`src/rtl/chirp_cfg_tx.sv`:
```
// clk_48-side initiator of the 4-phase REQ/ACK transfer of chirp parameters to the clk_96 DDS.
// Optional handshake timeout is enabled by defining CHIRP_TX_TIMEOUT_EN.
module chirp_cfg_tx #(
  parameter int TIMEOUT_CYC = 1024
) (
  input  logic        clk_48,
  input  logic        rst,
  input  logic        cfg_wr,
  input  logic [47:0] cfg_freq,
  input  logic [47:0] cfg_delta_freq,
  input  logic [31:0] cfg_delta_rate,
  output logic        REQ,
  input  logic        ACK,
  output logic [47:0] DDS_freq,
  output logic [47:0] DDS_delta_freq,
  output logic [31:0] DDS_delta_rate,
  output logic        busy,
  output logic        done,
  output logic        overrun,
  output logic        timeout_err
);

  typedef enum logic [1:0] {IDLE, REQ_HI, REQ_LO} state_t;

  state_t      state, state_nxt;
  logic        ack_m, ack_s;
  logic [1:0]  arm_p;
  logic        launch, launch_cfg, done_nxt, pend_wr, hs_abort;
  logic        pend_vld;
  logic [47:0] pend_freq, pend_delta_freq;
  logic [31:0] pend_delta_rate;

  if (TIMEOUT_CYC < 2) begin : g_bad_timeout
    $error("TIMEOUT_CYC must be at least 2");
  end

  // ACK synchronizer; arm_p marks when ack_s reflects real samples again after reset
  always_ff @(posedge clk_48) begin
    if (rst) begin
      ack_m <= 1'b0;
      ack_s <= 1'b0;
      arm_p <= 2'b00;
    end else begin
      ack_m <= ACK;
      ack_s <= ack_m;
      arm_p <= {arm_p[0], 1'b1};
    end
  end

`ifdef CHIRP_TX_TIMEOUT_EN
  localparam int CNT_W = $clog2(TIMEOUT_CYC + 1);

  logic [CNT_W-1:0] to_cnt;
  logic             to_err;

  always_ff @(posedge clk_48) begin
    if (rst || launch)
      to_cnt <= '0;
    else if (state != IDLE)
      to_cnt <= to_cnt + 1'b1;
  end

  assign hs_abort = (state != IDLE) && (to_cnt == CNT_W'(TIMEOUT_CYC - 1));

  always_ff @(posedge clk_48) begin
    if (rst || launch)
      to_err <= 1'b0;
    else if (hs_abort)
      to_err <= 1'b1;
  end

  assign timeout_err = to_err;
`else
  assign hs_abort    = 1'b0;
  assign timeout_err = 1'b0;
`endif

  always_comb begin
    state_nxt  = state;
    launch     = 1'b0;
    launch_cfg = 1'b0;
    done_nxt   = 1'b0;
    case (state)
      IDLE: begin
        // never raise REQ while the far side still shows a stale ACK
        if (arm_p[1] && !ack_s && (cfg_wr || pend_vld)) begin
          launch     = 1'b1;
          launch_cfg = cfg_wr;
          state_nxt  = REQ_HI;
        end
      end
      REQ_HI: begin
        if (hs_abort)
          state_nxt = IDLE;
        else if (ack_s)
          state_nxt = REQ_LO;
      end
      REQ_LO: begin
        if (hs_abort) begin
          state_nxt = IDLE;
        end else if (!ack_s) begin
          state_nxt = IDLE;
          done_nxt  = 1'b1;
        end
      end
      default: state_nxt = IDLE;
    endcase
  end

  assign pend_wr = cfg_wr && !launch_cfg;
  assign busy    = (state != IDLE);

  always_ff @(posedge clk_48) begin
    if (rst) begin
      state    <= IDLE;
      REQ      <= 1'b0;
      done     <= 1'b0;
      overrun  <= 1'b0;
      pend_vld <= 1'b0;
    end else begin
      state <= state_nxt;
      REQ   <= (state_nxt == REQ_HI);
      done  <= done_nxt;
      if (cfg_wr && pend_vld)
        overrun <= 1'b1;
      if (pend_wr)
        pend_vld <= 1'b1;
      else if (launch)
        pend_vld <= 1'b0;
    end
  end

  always_ff @(posedge clk_48) begin
    if (pend_wr) begin
      pend_freq       <= cfg_freq;
      pend_delta_freq <= cfg_delta_freq;
      pend_delta_rate <= cfg_delta_rate;
    end
  end

  always_ff @(posedge clk_48) begin
    if (rst) begin
      DDS_freq       <= '0;
      DDS_delta_freq <= '0;
      DDS_delta_rate <= '0;
    end else if (launch) begin
      DDS_freq       <= launch_cfg ? cfg_freq       : pend_freq;
      DDS_delta_freq <= launch_cfg ? cfg_delta_freq : pend_delta_freq;
      DDS_delta_rate <= launch_cfg ? cfg_delta_rate : pend_delta_rate;
    end
  end

endmodule

```
`config.mk`:
```
export PLATFORM = sky130hd
export DESIGN_NAME = chirp_cfg_tx
export DESIGN_NICKNAME = d
export VERILOG_FILES = /design/src/rtl/chirp_cfg_tx.sv
export SDC_FILE = /design/constraint.sdc
export NUM_CORES = 1
export LEC_CHECK = 0
export ABC_AREA = 1
export ABC_CLOCK_PERIOD_IN_PS = 11300
export CORE_UTILIZATION = 53
export DETAILED_ROUTE_END_ITERATION = 6
export PLACE_DENSITY = 0.83
export SKIP_CTS_REPAIR_TIMING = 1
export SYNTH_ARGS = -nofsm -noshare
export SYNTH_HDL_FRONTEND = slang
export SYNTH_SLANG_ARGS = --single-unit
```
`constraint.sdc`:
```
create_clock -name clk_48 -period 11.3 [get_ports clk_48]
set_input_delay 1.695 -clock clk_48 [delete_from_list [all_inputs] [get_ports clk_48]]
set_output_delay 1.695 -clock clk_48 [all_outputs]
set_load 0.02 [all_outputs]
```
Word level (Yosys, flattened, before mapping). Cells that the tools add are included. W data, S select, Z words.

Logic and storage cells: 45. Register bits after elaboration: 266. Output and inout port bits: 133. Input bits: 132.

Bitwise logic cells: 1. Equal/unequal tests: 3. Reductions and logical operators: 11. Multiplexer cells: 15.

Operators with widths (number): $mux W48 (2); $mux W32 (1); $mux W1 (8); $mux W2 (3); $pmux W2 S3 (1); $eq A2 B1 Y1 const B (2); $logic_and A1 B1 Y1 (4); $reduce_bool A2 Y1 (2); $eq A2 B2 Y1 const B (1); $logic_not A1 Y1 (2); $logic_not A2 Y1 (1); $reduce_or A2 Y1 (1); $logic_or A1 B1 Y1 (1); $not A1 Y1 (1).

Longest topological paths before layout.
Depth in word-level cells: 8. Mapped depth: 8.

Worst setup path before layout. OpenSTA, ideal clock, no wires.

Path kind: in2reg. Start: input port cfg_wr. End: register pend_delta_freq[0], enable pin. Path buffers: 2. Stages on the path: 7. Library setup time: 0.481 ns. Setup slack: 6.020 ns. Arrival time: 4.799 ns. Path through: buf_4 -> inv_2 -> nand2_1 -> nand3_2 -> buf_2 -> nand2_1 -> inv_1.

Cells in the longest elaborated chain, start to end: 6.

Ends and longest elaborated chain: start, declared (RTL line 8) `input logic cfg_wr,`; $logic_or A1 B1 Y1 (RTL line 86) `if (arm_p[1] && !ack_s && (cfg_wr || pend_vld)) begin`; $logic_and A1 B1 Y1 (RTL line 86); $mux W1 (RTL line 86); $mux W1 (RTL line 83) `case (state)`; $logic_not A1 Y1 (RTL line 110) `assign pend_wr = cfg_wr && !launch_cfg;`; $logic_and A1 B1 Y1 (*) (RTL line 110); named net pend_wr (RTL line 28) `logic launch, launch_cfg, done_nxt, pend_wr, hs_abort;`; end signal, assigned (RTL line 136) `pend_delta_freq <= cfg_delta_freq;`; end, declared (RTL line 30) `logic [47:0] pend_freq, pend_delta_freq;`.

The timed path passes the listed nets; every way through them passes the cells marked *. A chain may end at the register's enable or synchronous reset.

Final worst setup path.
Start: input port cfg_wr. End: register pend_freq[46], enable pin.

Cells in the longest elaborated chain, start to end: 6.

Ends and longest elaborated chain: $logic_or A1 B1 Y1 (RTL line 86); $logic_and A1 B1 Y1 (RTL line 86); $mux W1 (RTL line 86); $mux W1 (RTL line 83); $logic_not A1 Y1 (RTL line 110); $logic_and A1 B1 Y1 (*) (RTL line 110); named net pend_wr (RTL line 28); end signal, assigned (RTL line 135) `pend_freq <= cfg_freq;`; end, declared (RTL line 30).

Marked as above.

==> results.yml <==
run_status:
  outcome: "completed"
worst_hold_path:
  hold_end: "arm_p[1]"
  holdPathStages: 2
  hp-class: "reg2reg"
  min_from: "arm_p[0]"
floorplanning:
  core-area_um2: 19650
  die_area_um2: 20790
  die_w_um: 144.2
  die_y_um: 144.2
  row_count: 51
  io_pins: 265
  initial_core_util_pct: 54.51
placement:
  gp_congestion: 0.8039
  port_buffers: 263
  dp_hpwl_um: 16600
  placed_cell_area_um2: 13180
  dp_slack_ns: 6.230
cells_and_area:
  fin_area_um2: 14060
  syn2layout_area_growth_pct: 31.27
  nets: 1502
  drive_above_1_share_pct: 4.104
  nFillCells: 1486
timing:
  fin_skew_ns: 0.007930
  final-setup-viol-count: 0
  setup_tns_ns: 0
  slew_headroom_pct: 15.17
  rsz0062_at_grt: "no"
  worst_slew_pin_slew_ns: 1.269
  final-hold-violation-count: 0
  period_share_pct: 39.89
  fmax_mhz: 221.8
  holdWs_ns: 0.4079
  post-route-min-period_ns: 4.508
  setup_slack_ns: 6.792
  maxSlewViolCount: 0
global_routing:
  globalRouteTotalUtil_pct: 26.21
  first_global_vias: 8519
  grt_pass1_wl_um: 43110
  use_met3_pct: 5.033
  antenna_found_initial: 2
  grt_max_degree: 147
  grtUsageMet1_pct: 34.51
  grt-ovfl-total: 0
  grt.busiest_layer: "met2"
  met2_usage_pct: 43.53
critical_path:
  r2r_end: "pend_freq[46]"
  worstPathMaxFanout: 74
  r2r_cells: 6
  worst_setup_path_start_kind: "input port"
  crit_start: "cfg_wr"
  path_buf_inv: 4
  cp_top_family: "buffers and inverters"
  rrSetupSlack_ns: 7.97
  r2r_start: "state[0]"
  critical_path_class: "in2reg"
  crit_path_max_incr_delay_ns: 0.86
  end_kind: "flop"
  path_cells: "buf_4 -> inv_4 -> nand2_1 -> nand3_4 -> nand2_1 -> inv_4 -> buf_4"
  required_ns: 11.43
  arrival_ns: 4.64
  critical_path.slowest_cell: "buf_4"
route:
  vias_per_cell: 5.444
  wirelength_um: 27410
  first_iter_violations: 799
  remaining_drc_errors: 0
  ant_nets: 0
  drt-pass1-iter-count: 5
  dr_total_vias: 9009
  wl_per_cell_um: 16.56
synthesis:
  async_flop_share_pct: 0
  ys_seq_area_share_pct: 61.67
  syn_inst: 1171
  synth_edf_count: 128
  yosys_warnings: 0
  avgSynthCellArea_um2: 9.148
  synth_top_area_cell: "edfxtp_1"
  synthTopCellsByCount: "nand2_1, dfxtp_1, nand3_1"
  synth_nets: 1303
  yosysMostFrequentCell: "nand2_1"
  synthTopCellsByArea: "edfxtp_1, dfxtp_1, nand2_1, nand4_1, nand3_1"
  ys.flop_type: "dfxtp_1"
  ys_seq_elements: 266
  netlist_area_um2: 10710
  yosys.area.top_type_share_pct: 35.88
  synth.distinct_cells: 21
pwr:
  pwr_density_cell_nw_per_um2: 157.0
  peakVddDrop_mv: 0.1222
  power.static_leakage_nw: 6.080
clock_tree:
  cts-htree-levels: 1
  cts_tree: "yes"
  cts_buffers: 27
  clock-sinks: 266
  clock_latency_ns: 0.52
  cts-root-buf: "clkbuf_16"
  clock_tree.buffer_depth: 3
  clk_pin_slew_ns: 0.06
run:
  maxCapViolCount: 0
[where the power goes]
group          internal, mW  total, mW  switching (mW)  leakage (nW)
Sequential             1.07       1.09          0.0200          2.36
Clock                 0.520      0.871           0.351         0.438
Combinational         0.102      0.250           0.149          3.28
Total                  1.69       2.21           0.520          6.08
[area by class of cell]
type | instances | area (um2) | share of cell area [%]
antenna | 1 | 2.502 | 0.01780
clock buffer | 42 | 822.0 | 5.846
clock inverter | 6 | 60.06 | 0.4271
inverter | 13 | 58.81 | 0.4182
multi-input combinational | 791 | 3491 | 24.82
sequential | 266 | 6606 | 46.98
tap | 265 | 331.6 | 2.358
timing repair buffer | 271 | 2690 | 19.13
[worst max path at each step]
stage	endpoint	slack (ns)	cells past startpoint
floorplan	pend_delta_freq[0]	6.02	7
global placement	pend_freq[44]	6.24	7
detailed placement	pend_freq[45]	6.23	7
CTS	pend_freq[46]	6.77	7
global route	pend_freq[46]	6.57	7
finish	pend_freq[46]	6.79	7
[tightest hold or removal path, stage by stage (launching register included)]
cell,delay (ns)
dfxtp_1,0.29
inv_1,0.04
nor2_1,0.03
[layer usage]
layer	wire length, um	part of all wire [%]	up-vias
met2	12910	47	438
met5	13	0.047	-
met4	744	2.7	2
met3	2556	9.3	56
li1	-	-	4365
met1	11190	41	4148
[metrics by stage]
| stage | cells | total power, mW | utilization (%) |
|---|---|---|---|
| after floorplan | 1171 | 1.242 | - |
| after global placement | 1606 | 1.349 | 67.05 |
| after detailed placement | 1606 | 1.355 | 67.05 |
| after CTS | 1654 | 2.219 | 71.54 |
| after global routing | 1655 | 2.283 | 71.55 |
| final | 1655 | 2.207 | 71.55 |
[logic make-up (layout without fill, tap and decap cells)]
kind of cell	count (synthesis)	after routing	share of synthesized area, %
other	1	2	0.03500
buffers and inverters	114	332	5.863
AO/OA/AOI/OAI	3	3	0.1401
AND/OR/NAND/NOR	787	787	32.29
flip-flops	266	266	61.67
[registers in the layout (all words and copies together) (netlist names)]
| signal | cells |
|---|---|
| ack_m | 1 |
| REQ | 1 |
| DDS_delta_rate | 32 |
| pend_freq | 48 |
| DDS_delta_freq | 48 |
| arm_p | 2 |
| done | 1 |
| overrun | 1 |
| DDS_freq | 48 |
| ack_s | 1 |
| pend_vld | 1 |
| pend_delta_freq | 48 |
| pend_delta_rate | 32 |
| state | 2 |
[placed cells by master, fill, tap and decap left out]
cell and n:
nor2_4 2, nor2_1 8, nor3_1 1, clkbuf_16 27
clkinv_2 3, nand2_1 515, edfxtp_1 128, o21ai_1 2
nand4_1 128, inv_4 2, inv_8 1, nor2_2 1
clkbuf_8 9, nor4_1 1, clkinv_1 1, inv_6 1
diode_2 1, conb_1 1, clkdlybuf4s50_1 262, inv_1 10
buf_4 9, dfxtp_1 138, clkbuf_1 6, bufinv_16 1
a21oi_1 1, nand3_1 130, nand3_4 1
(Power assumes the default switching activity.)
